**src/rtl/mips_pkg.sv**
```systemverilog
// Shared MIPS pipeline definitions: instruction constants, branch encodings
// and the fetch-stage state type.
package mips_pkg;

  localparam logic [31:0] NOP_INSTR = 32'h0000_0000;

  typedef enum logic [1:0] {
    BR_NONE  = 2'b00,
    BR_TAKEN = 2'b01,
    BR_JUMP  = 2'b10,
    BR_JR    = 2'b11
  } branch_e;

  typedef enum logic [1:0] {
    FETCH = 2'd0,
    HELD  = 2'd1,
    DROP  = 2'd2
  } fetch_state_e;

  // Instruction addresses are word aligned; the low two bits carry no meaning.
  function automatic logic [31:0] align_word(input logic [31:0] addr);
    return addr & 32'hFFFF_FFFC;
  endfunction

endpackage

```
**src/rtl/ifid_reg.sv**
```systemverilog
// IF/ID pipeline register: instruction, PC+4 and valid, with write-enable,
// bubble-inserting flush (flush wins over write) and async active-low reset.
module ifid_reg
  import mips_pkg::*;
(
  input  logic        clk,
  input  logic        rst_n,
  input  logic        wr_en,
  input  logic        flush,
  input  logic [31:0] next_instr,
  input  logic [31:0] next_pc4,
  output logic [31:0] instr,
  output logic [31:0] pc4,
  output logic        valid
);

  always_ff @(posedge clk or negedge rst_n) begin
    if (!rst_n) begin
      instr <= NOP_INSTR;
      pc4   <= 32'h0;
      valid <= 1'b0;
    end else if (flush) begin
      instr <= NOP_INSTR;
      pc4   <= 32'h0;
      valid <= 1'b0;
    end else if (wr_en) begin
      instr <= next_instr;
      pc4   <= next_pc4;
      valid <= 1'b1;
    end
  end

endmodule

```
**src/rtl/fetch_stage.sv**
```systemverilog
// Instruction-fetch stage: PC, fetch FSM (FETCH/HELD/DROP), one-entry hold
// buffer, pending redirect target and the IF/ID register.
module fetch_stage
  import mips_pkg::*;
#(
  parameter logic [31:0] RESET_PC = 32'h0000_0000
) (
  input  logic        Clk,
  input  logic        Reset,
  input  logic        PCWrite,
  input  logic        IFIDWrite,
  input  logic        IFIDFlush,
  input  logic [1:0]  Branch,
  input  logic [31:0] BranchTarget,
  output logic [31:0] imem_addr,
  output logic        imem_req,
  input  logic        imem_ready,
  input  logic [31:0] imem_rdata,
  output logic [31:0] IFID_Instr,
  output logic [31:0] IFID_PC4,
  output logic        IFID_Valid,
  output logic        FetchStall
);

  fetch_state_e state;
  logic [31:0]  pc;
  logic [31:0]  hold_instr;
  logic [31:0]  pending_pc;
  logic         req_q;

  logic         accept;
  logic         redirect;
  logic         stall;
  logic [31:0]  target;
  logic [31:0]  pc_plus4;

  logic         ifid_we;
  logic         ifid_flush;
  logic [31:0]  ifid_next_instr;

  assign accept   = req_q & imem_ready;
  assign redirect = (Branch != BR_NONE);
  assign stall    = ~IFIDWrite | ~PCWrite;
  assign target   = align_word(BranchTarget);
  assign pc_plus4 = pc + 32'd4;

  // Address and request come straight from flops so they never glitch.
  assign imem_addr  = pc;
  assign imem_req   = req_q;
  assign FetchStall = (state == FETCH) & req_q & ~imem_ready;

  always_ff @(posedge Clk or negedge Reset) begin
    if (!Reset) begin
      state      <= FETCH;
      pc         <= RESET_PC;
      hold_instr <= NOP_INSTR;
      pending_pc <= RESET_PC;
      req_q      <= 1'b0;
    end else begin
      req_q <= 1'b1;
      case (state)
        FETCH: begin
          if (redirect) begin
            if (accept) begin
              pc <= target;
            end else begin
              // Request in flight cannot be withdrawn; remember where to go.
              pending_pc <= target;
              state      <= DROP;
            end
          end else if (IFIDFlush) begin
            // Flush without redirect refetches the same PC.
          end else if (stall) begin
            if (accept) begin
              hold_instr <= imem_rdata;
              state      <= HELD;
              req_q      <= 1'b0;
            end
          end else if (accept) begin
            pc <= pc_plus4;
          end
        end
        HELD: begin
          if (redirect) begin
            pc    <= target;
            state <= FETCH;
          end else if (IFIDFlush || stall) begin
            req_q <= 1'b0;
          end else begin
            pc    <= pc_plus4;
            state <= FETCH;
          end
        end
        DROP: begin
          if (redirect) begin
            if (accept) begin
              pc    <= target;
              state <= FETCH;
            end else begin
              pending_pc <= target;
            end
          end else if (accept) begin
            pc    <= pending_pc;
            state <= FETCH;
          end
        end
        default: begin
          state <= FETCH;
        end
      endcase
    end
  end

  always_comb begin
    ifid_we         = 1'b0;
    ifid_flush      = 1'b0;
    ifid_next_instr = imem_rdata;
    if (redirect || IFIDFlush) begin
      ifid_flush = 1'b1;
    end else begin
      case (state)
        FETCH: begin
          if (accept) ifid_we    = ~stall;
          else        ifid_flush = IFIDWrite;
        end
        HELD: begin
          ifid_we         = ~stall;
          ifid_next_instr = hold_instr;
        end
        DROP: begin
          ifid_flush = IFIDWrite;
        end
        default: begin
          ifid_flush = 1'b1;
        end
      endcase
    end
  end

  ifid_reg u_ifid_reg (
    .clk        (Clk),
    .rst_n      (Reset),
    .wr_en      (ifid_we),
    .flush      (ifid_flush),
    .next_instr (ifid_next_instr),
    .next_pc4   (pc_plus4),
    .instr      (IFID_Instr),
    .pc4        (IFID_PC4),
    .valid      (IFID_Valid)
  );

endmodule

```
**config.mk**
```make
export PLATFORM = sky130hd
export DESIGN_NAME = fetch_stage
export DESIGN_NICKNAME = d
export VERILOG_FILES = /design/src/rtl/mips_pkg.sv /design/src/rtl/ifid_reg.sv /design/src/rtl/fetch_stage.sv
export SDC_FILE = /design/constraint.sdc
export NUM_CORES = 1
export LEC_CHECK = 0
export BUFFER_PORTS_ARGS = -buffer_cell sky130_fd_sc_hd__buf_2
export CORE_MARGIN = 2
export CORE_UTILIZATION = 54
export CTS_BUF_LIST = sky130_fd_sc_hd__clkbuf_16
export CTS_CLUSTER_DIAMETER = 60
export DETAILED_ROUTE_END_ITERATION = 10
export HOLD_SLACK_MARGIN = 0.05
export PLACE_DENSITY = 0.88
export SLEW_MARGIN = 25
export SYNTH_ARGS = -nofsm -noshare
export SYNTH_HDL_FRONTEND = slang
export SYNTH_SLANG_ARGS = --single-unit
```
**constraint.sdc**
```tcl
create_clock -name Clk -period 3.13 [get_ports Clk]
set_input_delay 0.313 -clock Clk [delete_from_list [all_inputs] [get_ports Clk]]
set_output_delay 0.313 -clock Clk [all_outputs]
set_load 0.005 [all_outputs]
```
==> flow_summary.html <==
<table>
<tr><th>Metric</th><th>Value</th></tr>
<tr><th colspan="2">Floorplan</th></tr>
<tr><td>Number of primary I/O pins</td><td>approximately 170</td></tr>
<tr><td>Die area</td><td>roughly 0.018 mm²</td></tr>
<tr><td>Effective utilization at floorplan</td><td>0.546</td></tr>
<tr><td>DIE WIDTH</td><td>between 100 and 150 µm</td></tr>
<tr><td>Row Count</td><td>48</td></tr>
<tr><td>Area of the core region</td><td>~0.017 mm²</td></tr>
<tr><td>Die height</td><td>around 140 µm</td></tr>
<tr><th colspan="2">Setup path</th></tr>
<tr><td>Count of cells along the worst register-to-register path</td><td>8</td></tr>
<tr><td>Classification of the worst setup path</td><td>register to register</td></tr>
<tr><td>Data required time at the worst endpoint</td><td>between 3 and 4 ns</td></tr>
<tr><td>Arrival time at the worst endpoint</td><td>around 3.2 ns</td></tr>
<tr><td>Worst reg-to-reg setup slack</td><td>between 0.3 and 0.4 ns</td></tr>
<tr><td>Crit path launch type</td><td>register</td></tr>
<tr><td>Endpoint of the worst-slack reg-to-reg timing path</td><td>imem_addr[30]$_DFFE_PN0P_</td></tr>
<tr><td>Crit end category</td><td>register</td></tr>
<tr><td>Largest fanout of any net on the critical path</td><td>6</td></tr>
<tr><td>Worst R2R Start</td><td>imem_addr[3]$_DFFE_PN0P_</td></tr>
<tr><th colspan="2">Global routing</th></tr>
<tr><td>Via count of the first global-routing pass</td><td>~8500</td></tr>
<tr><td>Global-route wire length before repair</td><td>between 40000 and 50000 µm</td></tr>
<tr><td>Antenna violations before repair</td><td>0</td></tr>
<tr><td>Overall track demand over capacity in global routing</td><td>0.309</td></tr>
<tr><td>Total gr overflow</td><td>0</td></tr>
<tr><td>Maximum number of pins on one net before global-route repair</td><td>85</td></tr>
<tr><th colspan="2">Pwr</th></tr>
<tr><td>Share of total power consumed by net switching</td><td>0.417</td></tr>
<tr><td>Clock network fraction of design power</td><td>0.217</td></tr>
<tr><td>Power density relative to cell area</td><td>897 mW/mm²</td></tr>
<tr><td>Worst VDD drop</td><td>0.577 mV</td></tr>
<tr><td>Switching power</td><td>just over 4 mW</td></tr>
<tr><td>Leakage power of the design</td><td>roughly 4.8 nW</td></tr>
<tr><td>Internal power summed over all cells</td><td>approximately 5.8 mW</td></tr>
<tr><td>Sequential group share of total power</td><td>0.350</td></tr>
<tr><td>Fraction of power consumed by combinational cells</td><td>0.433</td></tr>
<tr><th colspan="2">Yosys</th></tr>
<tr><td>Count of yosys warnings during synthesis</td><td>0</td></tr>
<tr><td>Number of enable flip-flop cells after synthesis</td><td>0</td></tr>
<tr><td>Number of unique standard cell types used by synthesis</td><td>70</td></tr>
<tr><td>Average footprint of a synthesized cell</td><td>8.89 µm²</td></tr>
<tr><td>Synthesized cell area</td><td>0.00931 mm²</td></tr>
<tr><td>Post-synthesis async set-or-reset flop share</td><td>1.00</td></tr>
<tr><td>FF+latch count, synth</td><td>162</td></tr>
<tr><td>Sequential fraction of the synthesis area</td><td>0.435</td></tr>
<tr><td>Post-synth net total</td><td>roughly 1100</td></tr>
<tr><td>Top flip-flop cell by instance count after synthesis</td><td>dfrtp_1</td></tr>
<tr><td>Number of instances in the synthesized netlist</td><td>1048</td></tr>
<tr><th colspan="2">Final layout</th></tr>
<tr><td>Leading cell types in the layout, fill and taps excluded</td><td>buf_2 (167), dfrtp_1 (162), nand2_1 (124)</td></tr>
<tr><td>Final net count</td><td>between 1000 and 1500</td></tr>
<tr><td>Most frequent standard cell in the layout excluding fill and tap cells</td><td>buf_2</td></tr>
<tr><td>Fin cells</td><td>around 1400</td></tr>
<tr><td>Area grow syn2layout</td><td>18.5%</td></tr>
<tr><td>Fraction of final layout cells with drive strength greater than 1</td><td>0.272</td></tr>
<tr><th colspan="2">Hold path</th></tr>
<tr><td>Min-Delay Startpoint</td><td>imem_rdata[26]</td></tr>
<tr><td>Hold/Removal Path Class</td><td>input port to register</td></tr>
<tr><td>Endpoint, Worst Hold</td><td>hold_instr[26]$_DFFE_PN0P_</td></tr>
<tr><td>Hold Path Depth</td><td>2</td></tr>
<tr><th colspan="2">STA</th></tr>
<tr><td>Final Slew Violations</td><td>0</td></tr>
<tr><td>Unrepaired setup endpoints after global routing</td><td>false</td></tr>
<tr><td>Post-layout min period</td><td>between 2 and 3 ns</td></tr>
<tr><td>Measured slew at the worst slew-check pin</td><td>0.847 ns</td></tr>
<tr><td>Final cycle utilization of the critical path</td><td>0.904</td></tr>
<tr><td>Final Setup Violations</td><td>0</td></tr>
<tr><td>Highest clock frequency the design can meet</td><td>between 0.3 and 0.4 GHz</td></tr>
<tr><td>Aggregate negative setup slack</td><td>0 ns</td></tr>
<tr><td>Final Hold Violating Endpoints</td><td>0</td></tr>
<tr><td>Clk_skew</td><td>roughly 0.011 ns</td></tr>
<tr><td>Remaining max-slew budget at the tightest pin</td><td>0.435</td></tr>
<tr><th colspan="2">Clocking</th></tr>
<tr><td>Number of buffers inserted by post-CTS setup repair</td><td>0</td></tr>
<tr><td>Total CTS buffers</td><td>17</td></tr>
<tr><td>CTS tree</td><td>built</td></tr>
<tr><td>Clock-pin slew on the worst setup and hold paths</td><td>0.07 ns</td></tr>
<tr><td>Number of sinks handled by clock tree synthesis</td><td>162</td></tr>
<tr><td>Root Driver</td><td>clkbuf_16</td></tr>
<tr><td>Largest buffer count on any clock path</td><td>2</td></tr>
<tr><td>H-tree level count</td><td>4</td></tr>
<tr><td>Clock latency on the worst-skew pair</td><td>~0.44 ns</td></tr>
<tr><th colspan="2">Place</th></tr>
<tr><td>Quantity of I/O buffers inserted on ports</td><td>168</td></tr>
<tr><td>Half-perimeter wire length after placement</td><td>approximately 20000 µm</td></tr>
<tr><td>Count of placed standard cells including taps</td><td>about 1400</td></tr>
<tr><td>Routability-driven placement congestion ratio</td><td>around 0.95</td></tr>
<tr><th colspan="2">Routing</th></tr>
<tr><td>Final ANT Viol Nets</td><td>0</td></tr>
<tr><td>First-pass iteration count of the detailed router</td><td>6</td></tr>
<tr><td>Vias</td><td>around 9100</td></tr>
<tr><td>Violation count after the first detailed-routing iteration</td><td>approximately 1300</td></tr>
<tr><td>Residual DRC count</td><td>0</td></tr>
<tr><td>Vias per inst</td><td>6.47</td></tr>
<tr><td>Total wirelength of the detailed-routed design</td><td>between 20000 and 30000 µm</td></tr>
<tr><td>Average detailed-routed wire length per instance</td><td>20.3 µm</td></tr>
<tr><th colspan="2">Status</th></tr>
<tr><td>Outcome</td><td>finished clean</td></tr>
<tr><th colspan="2">Run</th></tr>
<tr><td>Maximum Capacitance Violations</td><td>0</td></tr>
</table>
what timing repair did:
| action | CTS | global route |
|---|---|---|
| resized for setup | 0 | 0 |
| hold buffers | 1 | 0 |
| hold endpoints to repair | 82 | 0 |
cells in the mapped netlist (3+ instances only):
library cell  instances  area, µm²
dfrtp_1             162       4050
nand2_1             124        465
nor2_1              120        450
o21ai_0              85        425
clkbuf_1             79        297
mux2_2               64        721
a21oi_1              59        295
a311oi_1             34        298
a211oi_1             33        248
a31oi_1              24        150
nand3_1              23        115
xnor2_1              21        184
nor3_1               16       80.1
inv_1                13       48.8
o211ai_1             13       97.6
and3_1               11       68.8
buf_1                10       37.5
o22ai_1               9       56.3
nand4_1               8       50.1
o31ai_1               8       60.1
a21o_1                7       52.6
xor2_1                7       61.3
a22o_1                6       52.6
buf_2                 6       30.0
ha_1                  6       75.1
nor4_1                5       31.3
o21a_1                5       37.5
or2_2                 5       31.3
or3_1                 5       31.3
a211o_1               4       35.0
a2bb2oi_1             4       35.0
a41oi_1               4       35.0
buf_4                 4       30.0
nor2b_1               4       25.0
a2111oi_0             3       26.3
a311o_1               3       30.0
mux2i_1               3       30.0
o22a_1                3       26.3
o31a_1                3       26.3
o32ai_1               3       26.3
or4_1                 3       22.5
flip-flops by register name (all words and copies together) (netlist names):
signal            cells
hold_instr           32
imem_addr            32
imem_req              1
pending_pc           30
state                 2
u_ifid_reg.instr     32
u_ifid_reg.pc4       32
u_ifid_reg.valid      1
worst max-delay path: stages (launching register included):
cell     delay, ns
dfrtp_1       0.43
ha_1          0.30
nand3_2       0.16
or4_1         0.65
buf_4         0.22
nor4_1        0.44
xnor2_1       0.25
nand2_1       0.09
a41oi_1       0.21
final cells by class:
cell class	instances	area, µm²
diodes	1	2.50
clock buffers	17	425
clock inverters	15	174
fillers	1419	6020
inverters	13	48.8
multi-input cells	773	4850
flip-flops and latches	162	4050
well taps	225	282
repair buffers	205	1200
per-stage QoR:
step	setup slack, ns	utilization	hold WS (ns)	cell area (µm²)	total power [mW]
CTS	0.334	0.647	0.117	11000	9.80
global route	0.142	0.647	0.123	11000	10.4
finish	0.302	0.647	0.123	11000	9.90
global placement	0.397	0.611	0.435	10400	7.45
floorplan	0.557	-	0.0174	9310	6.25
detailed placement	0.359	0.611	0.434	10400	7.64
cell families (layout without fill, tap and decap cells):
family / count (synthesis) / in the layout / share of synthesized area
AO/OA/AOI/OAI: 332 / 332 / 0.238
adder cells (fa/ha/maj): 6 / 6 / 0.00806
other: 0 / 1 / 0
flip-flops: 162 / 162 / 0.435
XOR/XNOR: 28 / 28 / 0.0263
buffers and inverters: 113 / 250 / 0.0481
AND/OR/NAND/NOR: 340 / 340 / 0.164
multiplexers: 67 / 67 / 0.0806
per-layer routing:
metal	vias to the layer above	part of all wire	GRT usage
met5	-	0	0
met4	0	0.032	0.130
met3	100	0.11	0.0726
met2	619	0.46	0.492
met1	4335	0.39	0.408
li1	4076	-	-
power groups by stage:
stage | combinational [mW] | clock (mW) | sequential [mW]
final | 4.28 | 2.15 | 3.47
after global routing | 4.62 | 2.23 | 3.55
after CTS | 4.20 | 2.15 | 3.44
after detailed placement | 4.17 | 0 | 3.47
after global placement | 4.03 | 0 | 3.42
after floorplan | 3.11 | 0 | 3.14
worst max path at each step:
stage                               from  cells after the start                        end  slack (ns)
2_1_floorplan   imem_addr[2]$_DFFE_PN0P_                      8  imem_addr[22]$_DFFE_PN0P_        0.56
6_report        imem_addr[3]$_DFFE_PN0P_                      8  imem_addr[30]$_DFFE_PN0P_        0.30
3_3_place_gp    imem_addr[3]$_DFFE_PN0P_                      8  imem_addr[30]$_DFFE_PN0P_        0.40
4_1_cts         imem_addr[3]$_DFFE_PN0P_                      8  imem_addr[30]$_DFFE_PN0P_        0.33
5_1_grt        imem_addr[10]$_DFFE_PN0P_                      7  imem_addr[30]$_DFFE_PN0P_        0.14
3_5_place_dp    imem_addr[3]$_DFFE_PN0P_                      8  imem_addr[30]$_DFFE_PN0P_        0.36
(Power assumes the default switching activity.)
